--- src/rtl/mem_req_queue.sv ---
// In-order load/store request queue between address generation and a single-ported data memory.
// Squashes ops younger than a mispredicted branch, bypasses memory for faults, and aligns load data.
module mem_req_queue #(
    parameter int DEPTH = 4
) (
    input  logic        clk,
    input  logic        rst,
    input  logic        IN_valid,
    input  logic [31:0] IN_addr,
    input  logic [31:0] IN_data,
    input  logic [3:0]  IN_wmask,
    input  logic        IN_isLoad,
    input  logic [1:0]  IN_shamt,
    input  logic [1:0]  IN_size,
    input  logic        IN_signExt,
    input  logic        IN_except,
    input  logic [5:0]  IN_sqN,
    input  logic [5:0]  IN_tagDst,
    input  logic [4:0]  IN_nmDst,
    input  logic        IN_branchTaken,
    input  logic [5:0]  IN_branchSqN,
    output logic        OUT_stall,
    output logic        OUT_memValid,
    input  logic        IN_memReady,
    output logic [31:0] OUT_memAddr,
    output logic [31:0] OUT_memData,
    output logic [3:0]  OUT_memWMask,
    output logic        OUT_memWe,
    input  logic [31:0] IN_memRData,
    output logic        OUT_resValid,
    output logic [31:0] OUT_resData,
    output logic        OUT_resExcept,
    output logic [5:0]  OUT_resSqN,
    output logic [5:0]  OUT_resTagDst,
    output logic [4:0]  OUT_resNmDst
);

    localparam int PW = $clog2(DEPTH);
    localparam int CW = PW + 1;
    localparam logic [CW-1:0] FULL_CNT  = CW'(DEPTH);
    localparam logic [CW-1:0] STALL_CNT = CW'(DEPTH - 1);

    typedef struct packed {
        logic [31:0] addr;
        logic [31:0] data;
        logic [3:0]  wmask;
        logic        isLoad;
        logic [1:0]  shamt;
        logic [1:0]  size;
        logic        signExt;
        logic        except;
        logic [5:0]  sqN;
        logic [5:0]  tagDst;
        logic [4:0]  nmDst;
    } entry_t;

    entry_t          ent_q [DEPTH];
    logic [DEPTH-1:0] valid_q, valid_d;
    logic [PW-1:0]   head_q, head_d;
    logic [PW-1:0]   tail_q, tail_d;
    logic [CW-1:0]   count_q, count_d;

    logic            pendValid_q;
    logic            pendIsLoad_q;
    logic            pendExcept_q;
    logic [1:0]      pendShamt_q;
    logic [1:0]      pendSize_q;
    logic            pendSignExt_q;
    logic [5:0]      pendSqN_q;
    logic [5:0]      pendTagDst_q;
    logic [4:0]      pendNmDst_q;

    logic            resValid_q;
    logic [31:0]     resData_q;
    logic            resExcept_q;
    logic [5:0]      resSqN_q;
    logic [5:0]      resTagDst_q;
    logic [4:0]      resNmDst_q;

    entry_t          headEnt;
    entry_t          newEnt;
    logic            notEmpty;
    logic            headLive;
    logic            doPop;
    logic            popLive;
    logic            doEnq;
    logic            headSquash;
    logic            pendSquash;

    // Sequence numbers wrap at 6 bits, so "younger" is a positive signed distance.
    function automatic logic isYounger(input logic [5:0] sqN, input logic [5:0] branchSqN);
        logic [5:0] diff;
        diff = sqN - branchSqN;
        return !diff[5] && (diff != 6'd0);
    endfunction

    function automatic logic [31:0] alignLoad(input logic [31:0] raw, input logic [1:0] shamt,
                                              input logic [1:0] size, input logic signExt);
        logic [31:0] shifted;
        logic [31:0] result;
        shifted = raw >> {shamt, 3'b000};
        case (size)
            2'd0:    result = {{24{signExt & shifted[7]}}, shifted[7:0]};
            2'd1:    result = {{16{signExt & shifted[15]}}, shifted[15:0]};
            default: result = shifted;
        endcase
        return result;
    endfunction

    assign newEnt = '{addr: IN_addr, data: IN_data, wmask: IN_wmask, isLoad: IN_isLoad,
                      shamt: IN_shamt, size: IN_size, signExt: IN_signExt, except: IN_except,
                      sqN: IN_sqN, tagDst: IN_tagDst, nmDst: IN_nmDst};

    assign headEnt    = ent_q[head_q];
    assign notEmpty   = count_q != '0;
    assign headLive   = notEmpty && valid_q[head_q];
    assign doPop      = notEmpty && (!valid_q[head_q] || headEnt.except || IN_memReady);
    assign popLive    = doPop && valid_q[head_q];
    assign headSquash = IN_branchTaken && isYounger(headEnt.sqN, IN_branchSqN);
    assign pendSquash = IN_branchTaken && isYounger(pendSqN_q, IN_branchSqN);
    assign doEnq      = IN_valid && (count_q != FULL_CNT)
                        && !(IN_branchTaken && isYounger(IN_sqN, IN_branchSqN));

    assign OUT_stall    = count_q >= STALL_CNT;
    assign OUT_memValid = headLive && !headEnt.except;
    assign OUT_memAddr  = headEnt.addr;
    assign OUT_memData  = headEnt.data;
    assign OUT_memWMask = headEnt.isLoad ? 4'h0 : headEnt.wmask;
    assign OUT_memWe    = !headEnt.isLoad;

    always_comb begin
        valid_d = valid_q;
        head_d  = head_q;
        tail_d  = tail_q;
        count_d = count_q + CW'(doEnq) - CW'(doPop);
        if (IN_branchTaken) begin
            for (int i = 0; i < DEPTH; i++) begin
                if (isYounger(ent_q[i].sqN, IN_branchSqN)) valid_d[i] = 1'b0;
            end
        end
        if (doPop) begin
            valid_d[head_q] = 1'b0;
            head_d          = head_q + PW'(1);
        end
        if (doEnq) begin
            valid_d[tail_q] = 1'b1;
            tail_d          = tail_q + PW'(1);
        end
    end

    always_ff @(posedge clk or negedge rst) begin
        if (!rst) begin
            valid_q <= '0;
            head_q  <= '0;
            tail_q  <= '0;
            count_q <= '0;
        end else begin
            valid_q <= valid_d;
            head_q  <= head_d;
            tail_q  <= tail_d;
            count_q <= count_d;
        end
    end

    always_ff @(posedge clk) begin
        if (doEnq) ent_q[tail_q] <= newEnt;
    end

    // A head squashed on its handshake edge still reaches memory but never enters the response stage.
    always_ff @(posedge clk or negedge rst) begin
        if (!rst) begin
            pendValid_q   <= 1'b0;
            pendIsLoad_q  <= 1'b0;
            pendExcept_q  <= 1'b0;
            pendShamt_q   <= 2'd0;
            pendSize_q    <= 2'd0;
            pendSignExt_q <= 1'b0;
            pendSqN_q     <= 6'd0;
            pendTagDst_q  <= 6'd0;
            pendNmDst_q   <= 5'd0;
            resValid_q    <= 1'b0;
            resData_q     <= 32'd0;
            resExcept_q   <= 1'b0;
            resSqN_q      <= 6'd0;
            resTagDst_q   <= 6'd0;
            resNmDst_q    <= 5'd0;
        end else begin
            pendValid_q <= popLive && !headSquash;
            if (popLive) begin
                pendIsLoad_q  <= headEnt.isLoad;
                pendExcept_q  <= headEnt.except;
                pendShamt_q   <= headEnt.shamt;
                pendSize_q    <= headEnt.size;
                pendSignExt_q <= headEnt.signExt;
                pendSqN_q     <= headEnt.sqN;
                pendTagDst_q  <= headEnt.tagDst;
                pendNmDst_q   <= headEnt.nmDst;
            end
            resValid_q <= pendValid_q && !pendSquash;
            if (pendValid_q) begin
                resData_q   <= (pendIsLoad_q && !pendExcept_q)
                               ? alignLoad(IN_memRData, pendShamt_q, pendSize_q, pendSignExt_q)
                               : 32'd0;
                resExcept_q <= pendExcept_q;
                resSqN_q    <= pendSqN_q;
                resTagDst_q <= pendTagDst_q;
                resNmDst_q  <= pendNmDst_q;
            end
        end
    end

    assign OUT_resValid  = resValid_q;
    assign OUT_resData   = resData_q;
    assign OUT_resExcept = resExcept_q;
    assign OUT_resSqN    = resSqN_q;
    assign OUT_resTagDst = resTagDst_q;
    assign OUT_resNmDst  = resNmDst_q;

endmodule
--- config.mk ---
export PLATFORM = sky130hd
export DESIGN_NAME = mem_req_queue
export DESIGN_NICKNAME = d
export VERILOG_FILES = /design/src/rtl/mem_req_queue.sv
export SDC_FILE = /design/constraint.sdc
export NUM_CORES = 1
export LEC_CHECK = 0
export ABC_AREA = 1
export BUFFER_PORTS_ARGS = -buffer_cell sky130_fd_sc_hd__buf_2
export CAP_MARGIN = 10
export CORE_MARGIN = 3
export CORE_UTILIZATION = 35
export DETAILED_ROUTE_END_ITERATION = 8
export PLACE_DENSITY = 0.64
export SETUP_SLACK_MARGIN = 0.3
export SKIP_LAST_GASP = 1
export SYNTH_ARGS = -nofsm -noshare
export SYNTH_HDL_FRONTEND = slang
export SYNTH_SLANG_ARGS = --single-unit
--- constraint.sdc ---
create_clock -name clk -period 4.5 [get_ports clk]
set_input_delay 0.225 -clock clk [delete_from_list [all_inputs] [get_ports clk]]
set_output_delay 0.225 -clock clk [all_outputs]
set_load 0.01 [all_outputs]
## Yosys cells after proc, flatten, opt, wreduce, memory -nomap -nowiden

Memory sizes are Yosys's and may differ from the RTL's.
Cells that the tools add are included.
W data, S select, Z words.

- Flip-flop bits (word level): 87
- Bits in writable memories: 368
- Input port bits: 135
- Output and inout port bits: 122
- Word-level logic and storage cells: 108
- Memories kept: 1

- Add/sub/neg operators: 11
- Order comparisons: 5
- Eq/ne operators: 2
- Shift operators: 1
- Mux-type cells: 18
- Bitwise operators: 5
- Reductions and logical operators: 46

Memory list:

| name | words | width | rd ports | clocked after Yosys merged registers in | write ports | RTL line | text |
|---|---|---|---|---|---|---|---|
| ent_q | 4 | 92 | 5 | 0 | 1 | 57 | `entry_t ent_q [DEPTH];` |

Operators with widths:

| operator | number |
|---|---|
| $pmux W32 S2 | 1 |
| $reduce_bool A6 Y1 | 7 |
| $sub A6 B6 Y6 | 7 |
| $mux W32 | 1 |
| $shr A32 B5 Y32 | 1 |
| $logic_and A1 B1 Y1 | 21 |
| $mux W4 | 4 |
| $logic_not A1 Y1 | 14 |
| $mux W1 | 9 |
| $lt A2 B3 Y1 const B | 2 |
| $add A2 B1 Y2 const B | 2 |
| $and A4 B4 Y4 | 1 |
| $demux W1 S2 | 2 |
| $ge A2 B1 Y1 const B | 2 |
| $not A4 Y4 | 1 |
| $or A4 B4 Y4 | 1 |
| $add A3 B1 Y3 | 1 |
| $ge A3 B2 Y1 const B | 1 |
| $ne A3 B3 Y1 const B | 1 |
| $reduce_bool A3 Y1 | 1 |
| $sub A3 B1 Y3 | 1 |
| $and A1 B1 Y1 | 2 |
| $bmux W1 S2 | 1 |
| $eq A2 B1 Y1 const B | 1 |
| other kinds (2) | 3 |

## Depth between registers and ports, before layout

Gate-level depths: netlist (run 1).

- Depth after elaboration: 9
- Gate-level depth with buffers: 17
- Gate-level depth less buffers: 17

## Worst setup path before layout (run 1)

No wires, ideal clock.

- Kind: input to register
- Start: input IN_branchSqN[1]
- End: memory ent_q[0][0] (netlist bit), enable pin
- Library setup time: 0.446 ns
- Arrival time: 3.522 ns
- Slack: 0.532 ns
- Stages: 11
- Buffers on the path: 0
- Cells stage by stage: inv_1 -> fa_1 -> inv_1 -> nand2_1 -> nor2_1 -> nand3_1 -> nor2_1 -> inv_1 -> nand2_1 -> nand3_1 -> inv_1

- Word-level cells in the longest chain between the ends: 8
- Elaborated cells between the ends (all ways): 9

RTL lines:

| element | RTL line | text |
|---|---|---|
| from (decl) | 21 | `input logic [5:0] IN_branchSqN,` |
| $sub A6 B6 Y6 (*) | 93 | `diff = sqN - branchSqN;` |
| $reduce_bool A6 Y1 / $logic_not A1 Y1 (equally long branches) | 94 | `return !diff[5] && (diff != 6'd0);` |
| $logic_and A1 B1 Y1 (*) | 94 |  |
| $logic_and A1 B1 Y1 (*) | 122 | `&& !(IN_branchTaken && isYounger(IN_sqN, IN_branchSqN));` |
| $logic_not A1 Y1 (*) | 122 |  |
| $logic_and A1 B1 Y1 (*) | 122 |  |
| $mux W1 (*) | 166 | `if (doEnq) ent_q[tail_q] <= newEnt;` |
| $mux W1 (implied by the code) (*) | 166 |  |
| to (decl) | 57 |  |

Every way passes the cells marked *; elsewhere a longest branch is shown, timed or not.

## Final worst setup path (run 1)

- Start: register head_q[1]
- End: output OUT_memWMask[2]

- Word-level cells in the longest chain between the ends: 2

RTL lines:

| element | RTL line | text |
|---|---|---|
| from (decl) | 59 | `logic [PW-1:0] head_q, head_d;` |
| from (signal assigned) | 154 | `head_q <= '0;` |
| from (signal assigned) | 159 | `head_q <= head_d;` |
| $mem_v2 Z4 W92 | -- |  |
| $mux W4 | 128 | `assign OUT_memWMask = headEnt.isLoad ? 4'h0 : headEnt.wmask;` |
| to (decl) | 27 | `output logic [3:0] OUT_memWMask,` |

No other way between the ends.

==> run summary, run 1 <==
Mapped Nets - 1953
Async set-reset flop share out of synthesis - 19.1%
Area Growth Syn to Fin - 22.2%
Pre-CTS setup slack - 1.34 ns
Die X - 245 um
Total setup buffers inserted after CTS - 0
Status - finished clean
Depth of the CTS H-tree - 2
Vias in the first global route - 14000
Longest Clk Path Bufs - 3
Core Area - 55700 um2
Worst r2r src - pendValid_q$_DFF_PN0_
DR WL/cell - 17.9 um
DRC - 0
Setup WS post-layout - 0.879 ns
Largest net degree at the start of global routing - 107
Setup TNS - 0 ns
Worst-path clk slew - 0.06 ns
PostCTS Resize Cnt - 0
CP Data Required Time - 4.28 ns
Synth Warn # - 0
Lkg Pwr - 9.95 nW
IO buf count - 256
Max frequency - 276 MHz
Most frequent cells after synthesis - edfxtp_1, nand2_1, o21ai_0, nor2_1, inv_1
CTS tree - built
Fillers - 5160
Die height - 245 um
Clk sinks - 455
Worst Hold Path Cells - 5
Nets - 2232
Sequential share of the synthesized area - 66.2%
Routed via count - 13900
Worst R2R Path Depth - 6
Pwr per Cell Area - 656 nW/um2
Routability cong. - 0.876
Total power - 16.0 mW
Synth top area share - 55.3%
Placed Cells - 2635
Initial Utilization - 35.8%
Detail Route Antenna Nets - 0
# IOs - 257
Clk_skew - 0.0461 ns
Final Setup Violations - 0
Worst-Skew Late Latency - 0.61 ns
Worst EP arrival - 3.40 ns
Row Count - 86
Total wire length - 50700 um
Min-Delay Endpoint - OUT_resData[30]$_DFFE_PN0P_
CP Max Fanout - 61
Leading area contributor after synthesis - edfxtp_1
Tightest Pin Transition - 1.08 ns
Number of flops mapped to enable cells by yosys - 368
Finished Layout Cells - 2834
Hold Path Origin - IN_memRData[30]
Mean area per synthesized cell - 11.3 um2
Slew Viols, Final - 0
Yosys reg bits - 455
Initial antenna violation count - 5
Final HPWL DP - 32400 um
Share of layout cells above drive strength 1 - 18.3%
Crit end category - primary output
Post-CTS Hold Fix Bufs - 105
Hold Slack - 0.0572 ns
Max IR drop VDD - 406 uV
Mapped Cells - 1764
Cts bufs inserted - 49
Cell with the most instances after synthesis - edfxtp_1
Fin crit period - 3.62 ns
Core Util, Final - 43.8%
Hold WC Path Type - in -> reg
RSZ-0062 raised after global routing - false
Synth cell types - 40
First-pass GRT wire length - 78900 um
Crit path kind - reg -> out
Post-DP Area - 21600 um2
RR Endpoint - OUT_resData[4]$_DFFE_PN0P_
Grt ovf - 0
Die Area - 60000 um2
Synth top area cells - edfxtp_1, dfrtp_1, nand2_1
Initial DRC Count - 999
Setup crit start kind - register
Predominant post-synthesis flop cell - edfxtp_1
Final Cell Area - 24400 um2
Detailed Routing Iterations Pass 1 - 5
Final Hold Fails - 0
Clk Tree Root Cell - clkbuf_16
Total track usage - 16.6%
Relative slew slack - 28.3%
Fin crit share - 80.5%
Synth Cell Area - 20000 um2
Via/cell ratio - 4.91
Max Cap Viol - 0
Reg-to-reg slack, setup - 1.40 ns
[metal layers]
layer  track usage (%)  share of wire (%)
met4              4.98                2.3
met1              22.1                 44
met2              27.6                 47
met3              3.42                6.4
met5                 0              0.014
[worst max-delay path by stage]
| stage | startpoint | endpoint | slack, ns | cells past startpoint |
|---|---|---|---|---|
| finish | head_q[1]$_DFFE_PN0P_ | OUT_memWMask[2] | 0.88 | 6 |
| global route | head_q[1]$_DFFE_PN0P_ | OUT_memWMask[0] | 0.66 | 6 |
| CTS | head_q[1]$_DFFE_PN0P_ | OUT_memWMask[2] | 0.75 | 6 |
| detailed placement | IN_branchSqN[0] | ent_q[3][55]$_DFFE_PP_ | 1.34 | 14 |
| global placement | IN_branchSqN[1] | ent_q[3][55]$_DFFE_PP_ | 1.31 | 13 |
| floorplan | IN_branchSqN[1] | ent_q[0][0]$_DFFE_PP_ | 0.53 | 11 |
[report_power, final]
part,total (mW),internal [mW],leakage [nW],switching [mW]
logic,5.68,1.90,4.62,3.78
clock network,4.39,2.70,0.859,1.69
registers,5.95,5.48,4.48,0.469
total,16.0,10.1,9.95,5.94
[worst max-delay path, cell delays in order (launching register included)]
cell and delay (ns):
dfrtp_4 0.72, inv_4 0.44, buf_4 0.62, a32o_1 0.66, nand2_1 0.14, inv_1 0.08, buf_2 0.13
[cells by family (layout without fill, tap and decap cells)]
family	count (synthesis)	after routing	share of synthesized area, %
compound gates	359	359	10.1
xor+xnor	12	12	0.526
fa+ha+maj	54	54	3.68
buf+inv	259	576	6.45
flops	455	455	66.2
mux	7	7	0.351
other cells	0	5	0
simple gates	618	618	12.6
[final cells by class]
type | count | area [um2] | share of cell area (%)
well taps | 748 | 936 | 3.83
flip-flops and latches | 455 | 13200 | 54.2
diodes | 5 | 12.5 | 0.0513
inverters | 107 | 419 | 1.72
multi-input cells | 1050 | 5460 | 22.4
clock buffers | 57 | 1290 | 5.27
repair buffers | 380 | 2550 | 10.5
clock inverters | 32 | 505 | 2.07
[registers in the layout, summed over array words and instances, names as in the netlist, 2 cells and up]
register	cells
pendNmDst_q	5
pendShamt_q	2
valid_q	4
OUT_resData	32
pendSqN_q	6
OUT_resSqN	6
tail_q	2
pendSize_q	2
OUT_resTagDst	6
ent_q	368
head_q	2
OUT_resNmDst	5
count_q	3
pendTagDst_q	6
[layout by cell type (no fill, tap or decap), types with 6 or more instances in the layout]
cell type	netlist	routed
a32o_1	8	8
a21oi_1	36	36
dlygate4sd3_1	0	105
ha_1	46	46
o22ai_1	84	84
nand4_1	8	8
inv_1	101	97
nor2_1	196	196
xor2_1	7	7
buf_4	67	14
bufinv_16	0	11
mux2i_1	7	7
fa_1	8	8
o21ai_0	203	203
nand3_1	87	87
o21ai_2	10	10
nand2_1	311	311
buf_2	24	255
a21o_1	8	8
edfxtp_1	368	368
clkinv_1	0	7
clkbuf_16	0	49
dfrtp_1	87	85
buf_12	0	6
clkinv_2	0	6
(Power assumes the default switching activity.)
==> run 2: changes to the inputs <==
==> constraint.sdc (replaced) <==
create_clock -name clk -period 3.75 [get_ports clk]
set_input_delay 0.1875 -clock clk [delete_from_list [all_inputs] [get_ports clk]]
set_output_delay 0.1875 -clock clk [all_outputs]
set_load 0.01 [all_outputs]
==> run 2 against run 1 <==
Clock power is 14% higher. Final cell count is 0.64% higher. Critical endpoint is now OUT_memWMask[1]. Highest routed layer unchanged. Critical path type unchanged. Register-to-register slack worse by 0.59 ns. Largest power group unchanged. Core utilization is 0.13 points higher. Sequential power rose by 20%.
==> run summary, run 2 (synthesis gave the netlist of run 1 again) <==
CP Max Fanout - 170
Pre-CTS setup slack - 0.493 ns
Relative slew slack - 42.2%
Depth of the CTS H-tree - 2
Status - finished clean
Placed Cells - 2638
Reg-to-reg slack, setup - 0.81 ns
Final Hold Fails - 0
CP Data Required Time - 3.56 ns
Commonest non-fill, non-tap cells in the layout - edfxtp_1, nand2_1, buf_2
DR WL/cell - 17.8 um
Fin crit period - 3.16 ns
Total setup buffers inserted after CTS - 0
Final HPWL DP - 32500 um
Total track usage - 16.8%
Lkg Pwr - 9.98 nW
Hold Path Origin - IN_memRData[28]
Min-Delay Endpoint - OUT_resData[28]$_DFFE_PN0P_
Fillers - 5185
Area Growth Syn to Fin - 22.5%
Nets - 2248
Setup WS post-layout - 0.590 ns
Most flop-heavy register - ent_q
Max FFs per register - 368
Worst R2R Path Depth - 7
Pwr per Cell Area - 778 nW/um2
Grt ovf - 0
Vias in the first global route - 14200
Detail Route Antenna Nets - 0
Detailed Routing Iterations Pass 1 - 5
Max frequency - 316 MHz
Row Count - 86
Final Setup Violations - 0
Total wire length - 50800 um
Worst-path clk slew - 0.06 ns
Die Area - 60000 um2
Fin crit share - 84.3%
Worst Hold Path Cells - 5
Hold WC Path Type - in -> reg
Total power - 19.1 mW
Setup TNS - 0 ns
Clk_skew - 0.0130 ns
Crit end category - primary output
Cts bufs inserted - 51
Crit path kind - reg -> out
Routed via count - 14000
Bufs and invs on worst path - 4
Share of layout cells above drive strength 1 - 18.4%
Slowest cell on the critical path - dfrtp_4
Worst-Skew Late Latency - 0.59 ns
Core Util, Final - 43.9%
Max Cap Viol - 0
Clk sinks - 455
RSZ-0062 raised after global routing - false
IO buf count - 256
Tightest Pin Transition - 0.868 ns
Die height - 245 um
Most common cell after layout, fill and taps aside - edfxtp_1
CP top delay family - buffers and inverters
RR Endpoint - OUT_resData[6]$_DFFE_PN0P_
CP max stage delay - 0.71 ns
Core Area - 55700 um2
Die X - 245 um
Initial antenna violation count - 3
CP Depth - 7
DRC - 0
Largest net degree at the start of global routing - 171
Routability cong. - 0.893
Finished Layout Cells - 2852
Worst EP arrival - 2.97 ns
Max IR drop VDD - 494 uV
First-pass GRT wire length - 80000 um
Setup crit start kind - register
# IOs - 257
Longest Clk Path Bufs - 3
Critical path, cell by cell - inv_6 -> buf_12 -> o21ai_0 -> o22ai_1 -> nand2_1 -> inv_1 -> buf_2
Worst r2r src - pendValid_q$_DFF_PN0_
Initial DRC Count - 893
Clk Tree Root Cell - clkbuf_16
Slew Viols, Final - 0
CTS tree - built
Via/cell ratio - 4.90
Initial Utilization - 35.8%
==> run 2: cell types whose count changed in the layout (fill, tap and decap cells not counted), moves of 3 or more <==
cell / change
bufinv_16: -5
diode_2: -3
dlygate4sd3_1: +11
clkbuf_1: +5
inv_4: -4
clkinv_2: +6
clkinvlp_4: +3
==> run 2: metal layers <==
metal  vias up  wire (um)  GRT usage [%]
met2       468      23400           27.4
met1      6716      22500           22.6
met4         2       1030           4.22
met3        76       3780           4.12
li1       6716          -              -
met5         -         13              0
==> run 2: cell type report <==
| type | count | area, um2 | share of cell area (%) |
|---|---|---|---|
| sequential | 455 | 13200 | 54.1 |
| multi-input combinational | 1050 | 5460 | 22.3 |
| timing repair buffer | 394 | 2710 | 11.1 |
| clock buffer | 63 | 1340 | 5.48 |
| tap | 748 | 936 | 3.82 |
| inverter | 107 | 424 | 1.73 |
| clock inverter | 33 | 364 | 1.49 |
| antenna | 2 | 5.00 | 0.0204 |
==> run 2: worst max path at each step <==
stage,slack (ns),from,to
3_3_place_gp,0.55,IN_sqN[0],ent_q[1][85]$_DFFE_PP_
4_1_cts,0.42,head_q[0]$_DFFE_PN0P_,OUT_memWMask[1]
2_1_floorplan,0.47,IN_branchSqN[1],ent_q[3][0]$_DFFE_PP_
3_5_place_dp,0.49,IN_sqN[0],ent_q[1][71]$_DFFE_PP_
5_1_grt,0.35,head_q[0]$_DFFE_PN0P_,OUT_memWMask[1]
6_report,0.59,head_q[0]$_DFFE_PN0P_,OUT_memWMask[1]
==> run 2: worst reg2reg max path: cells and delay by family, from the launching register on <==
| family | cells | cell delay (ns) |
|---|---|---|
| AND/OR/NAND/NOR | 2 | 0.47 |
| buffers and inverters | 4 | 1.42 |
| flip-flops | 1 | 0.61 |
| AO/OA/AOI/OAI | 1 | 0.33 |
==> run 2: metrics by stage <==
| step | hold slack (ns) | instance area [um2] |
|---|---|---|
| after floorplan | -0.108 | 20000 |
| after global placement | 0.357 | 21600 |
| after detailed placement | 0.370 | 21600 |
| after CTS | 0.000243 | 24500 |
| after global routing | 0.0381 | 24500 |
| final | 0.0375 | 24500 |
==> run 2: timing repair <==
item                                    in CTS  in global routing
hold buffers                               116                  0
resized for setup                            0                  1
endpoints found under the setup margin       0                  4
endpoints found under the hold margin      442                  0
==> run 2: power by group <==
| group | internal (mW) | switching [mW] | leakage [nW] | total (mW) |
|---|---|---|---|---|
| Sequential | 6.58 | 0.580 | 4.48 | 7.16 |
| Clock | 2.98 | 2.03 | 0.833 | 5.00 |
| Combinational | 2.37 | 4.53 | 4.67 | 6.89 |
| Total | 11.9 | 7.14 | 9.98 | 19.1 |
==> run 3: changes to the inputs <==
==> constraint.sdc (replaced) <==
create_clock -name clk -period 3 [get_ports clk]
set_input_delay 0.15 -clock clk [delete_from_list [all_inputs] [get_ports clk]]
set_output_delay 0.15 -clock clk [all_outputs]
set_load 0.01 [all_outputs]
==> run 3 against run 2 <==
Clock-buffer cell count is 8 lower. Routed wire length increased by 1.1%. Die area is the same. Clock skew increased by 0.0039 ns. Critical path depth is the same. Flip-flop and latch count unchanged. Worst setup slack got worse by 0.14 ns. Critical endpoint unchanged. Largest cell class unchanged.
==> run summary, run 3 (synthesis gave the netlist of run 1 again) <==
Status - finished clean
Critical Path Source - head_q[1]$_DFFE_PN0P_
RR Endpoint - count_q[2]$_DFF_PN0_
P_sw - 9.00 mW
Critical path, cell by cell - inv_4 -> buf_6 -> o21ai_0 -> o22ai_1 -> nand2_1 -> inv_1 -> buf_2
Tightest Pin Transition - 0.990 ns
Total wire length - 51400 um
Initial antenna violation count - 3
Lkg Pwr - 10.0 nW
CP Data Required Time - 2.85 ns
Finished Layout Cells - 2869
Clk Tree Root Cell - clkbuf_16
Final Setup Violations - 0
Pre-CTS setup slack - 0.0261 ns
Logic pwr share - 38.6%
Total track usage - 16.8%
Reg-to-reg slack, setup - 0.50 ns
Fin crit share - 85.1%
Grt ovf - 0
Sw Ratio - 37.8%
Core Area - 55700 um2
Placed Cells - 2650
Clock power share - 24.5%
Area Growth Syn to Fin - 23.9%
CTS tree - built
First-pass GRT wire length - 80100 um
Max IR drop VDD - 593 uV
Longest Clk Path Bufs - 3
Hold Path Origin - IN_memRData[24]
Detail Route Antenna Nets - 0
Most flop-heavy register - ent_q
Die height - 245 um
CP Max Fanout - 46
Routed via count - 14200
Total power - 23.8 mW
Depth of the CTS H-tree - 2
Via/cell ratio - 4.95
Die Area - 60000 um2
Max Cap Viol - 0
Worst EP arrival - 2.40 ns
Worst R2R Path Depth - 12
Pwr per Cell Area - 960 nW/um2
Share of layout cells above drive strength 1 - 19.1%
Relative slew slack - 33.8%
Worst Hold Path Cells - 5
Final Hold Fails - 0
Commonest non-fill, non-tap cells in the layout - edfxtp_1, nand2_1, buf_2
Nets - 2268
Detailed Routing Iterations Pass 1 - 5
Slowest cell on the critical path - dfrtp_4
Min-Delay Endpoint - OUT_resData[24]$_DFFE_PN0P_
DR WL/cell - 17.9 um
Largest net degree at the start of global routing - 89
Setup crit start kind - register
Crit path kind - reg -> out
Clk sinks - 455
Row Count - 86
Worst-path clk slew - 0.06 ns
CP max stage delay - 0.54 ns
Crit end category - primary output
Final Cell Area - 24800 um2
Initial DRC Count - 1153
Most common cell after layout, fill and taps aside - edfxtp_1
Post-DP Area - 21800 um2
Vias in the first global route - 14300
# IOs - 257
Worst-Skew Late Latency - 0.59 ns
Hold WC Path Type - in -> reg
Fillers - 5145
Setup WS post-layout - 0.447 ns
Bufs and invs on worst path - 4
Die X - 245 um
Worst r2r src - head_q[0]$_DFFE_PN0P_
Final HPWL DP - 31800 um
Max frequency - 392 MHz
IO buf count - 256
Max FFs per register - 368
Setup TNS - 0 ns
Routability cong. - 0.897
Fin crit period - 2.55 ns
CP top delay family - buffers and inverters
Cell internal pwr - 14.8 mW
RSZ-0062 raised after global routing - false
Sequential Power Share - 36.9%
Clk_skew - 0.0169 ns
Initial Utilization - 35.8%
Slew Viols, Final - 0
DRC - 0
Cts bufs inserted - 50
run 3: changes by cell type in the layout (fill, tap and decap cells not counted), sizes merged:
cell / delta
buf: +13
clkbuf: -8
clkinvlp: +8
dlygate4sd3: +7
bufinv: -3
inv: -2
bufbuf: +1
clkinv: +1
run 3: final cells by class:
class                   instances  area, um2  share of cell area [%]
diodes                          2       5.00                  0.0202
clock buffers                  55       1270                    5.13
clock inverters                37        310                    1.25
inverters                     107        430                    1.74
multi-input cells            1050       5510                    22.3
flip-flops and latches        455      13200                    53.5
well taps                     748        936                    3.78
repair buffers                415       3050                    12.3
run 3: power groups by stage:
stage                     combinational, mW  sequential, mW  clock, mW
after floorplan                        6.39            8.89          0
after global placement                 8.56            8.86          0
after detailed placement               8.75            8.89          0
after CTS                              9.17            8.78       6.01
after global routing                   10.2            8.88       6.28
final                                  9.18            8.77       5.83
run 3: routing by layer:
layer  global-route usage (%)  part of all wire (%)  vias to the layer above
met2                     28.0                    47                      484
met3                     3.31                   6.5                       87
met4                     4.67                   2.1                        2
met1                     22.4                    44                     6864
met5                        0                 0.021                        -
li1                         -                     -                     6758
run 3: stage by stage:
step	util, %	hold slack (ns)
floorplan	-	-0.146
detailed placement	39.1	0.0695
global placement	39.1	0.0627
CTS	44.3	0.0242
global route	44.4	0.0627
finish	44.4	0.0587
run 3: how the worst max path moves through the flow:
stage / end / slack, ns / cells past startpoint
detailed placement: count_q[1]$_DFF_PN0_ / 0.03 / 16
global route: OUT_memWMask[0] / 0.31 / 7
global placement: count_q[1]$_DFF_PN0_ / 0.06 / 16
floorplan: ent_q[3][0]$_DFFE_PP_ / -0.23 / 11
finish: OUT_memWMask[1] / 0.45 / 7
CTS: OUT_memWMask[2] / 0.31 / 7
run 3: timing repair:
item                                   CTS  global route
hold buffers                           123             0
gates cloned                             1             0
resized for setup                       12            11
setup buffers                            0             1
setup endpoints to repair               61             8
endpoints found under the hold margin  471             0
run 3: worst register-to-register path, cell delays in order (launching register included):
cell,delay (ns)
dfrtp_4,0.59
inv_8,0.20
nand2_1,0.09
nand3_2,0.08
nand2_1,0.08
nor2_2,0.16
a21oi_2,0.12
ha_1,0.32
inv_1,0.06
ha_1,0.13
inv_1,0.05
fa_1,0.37
xnor2_1,0.13
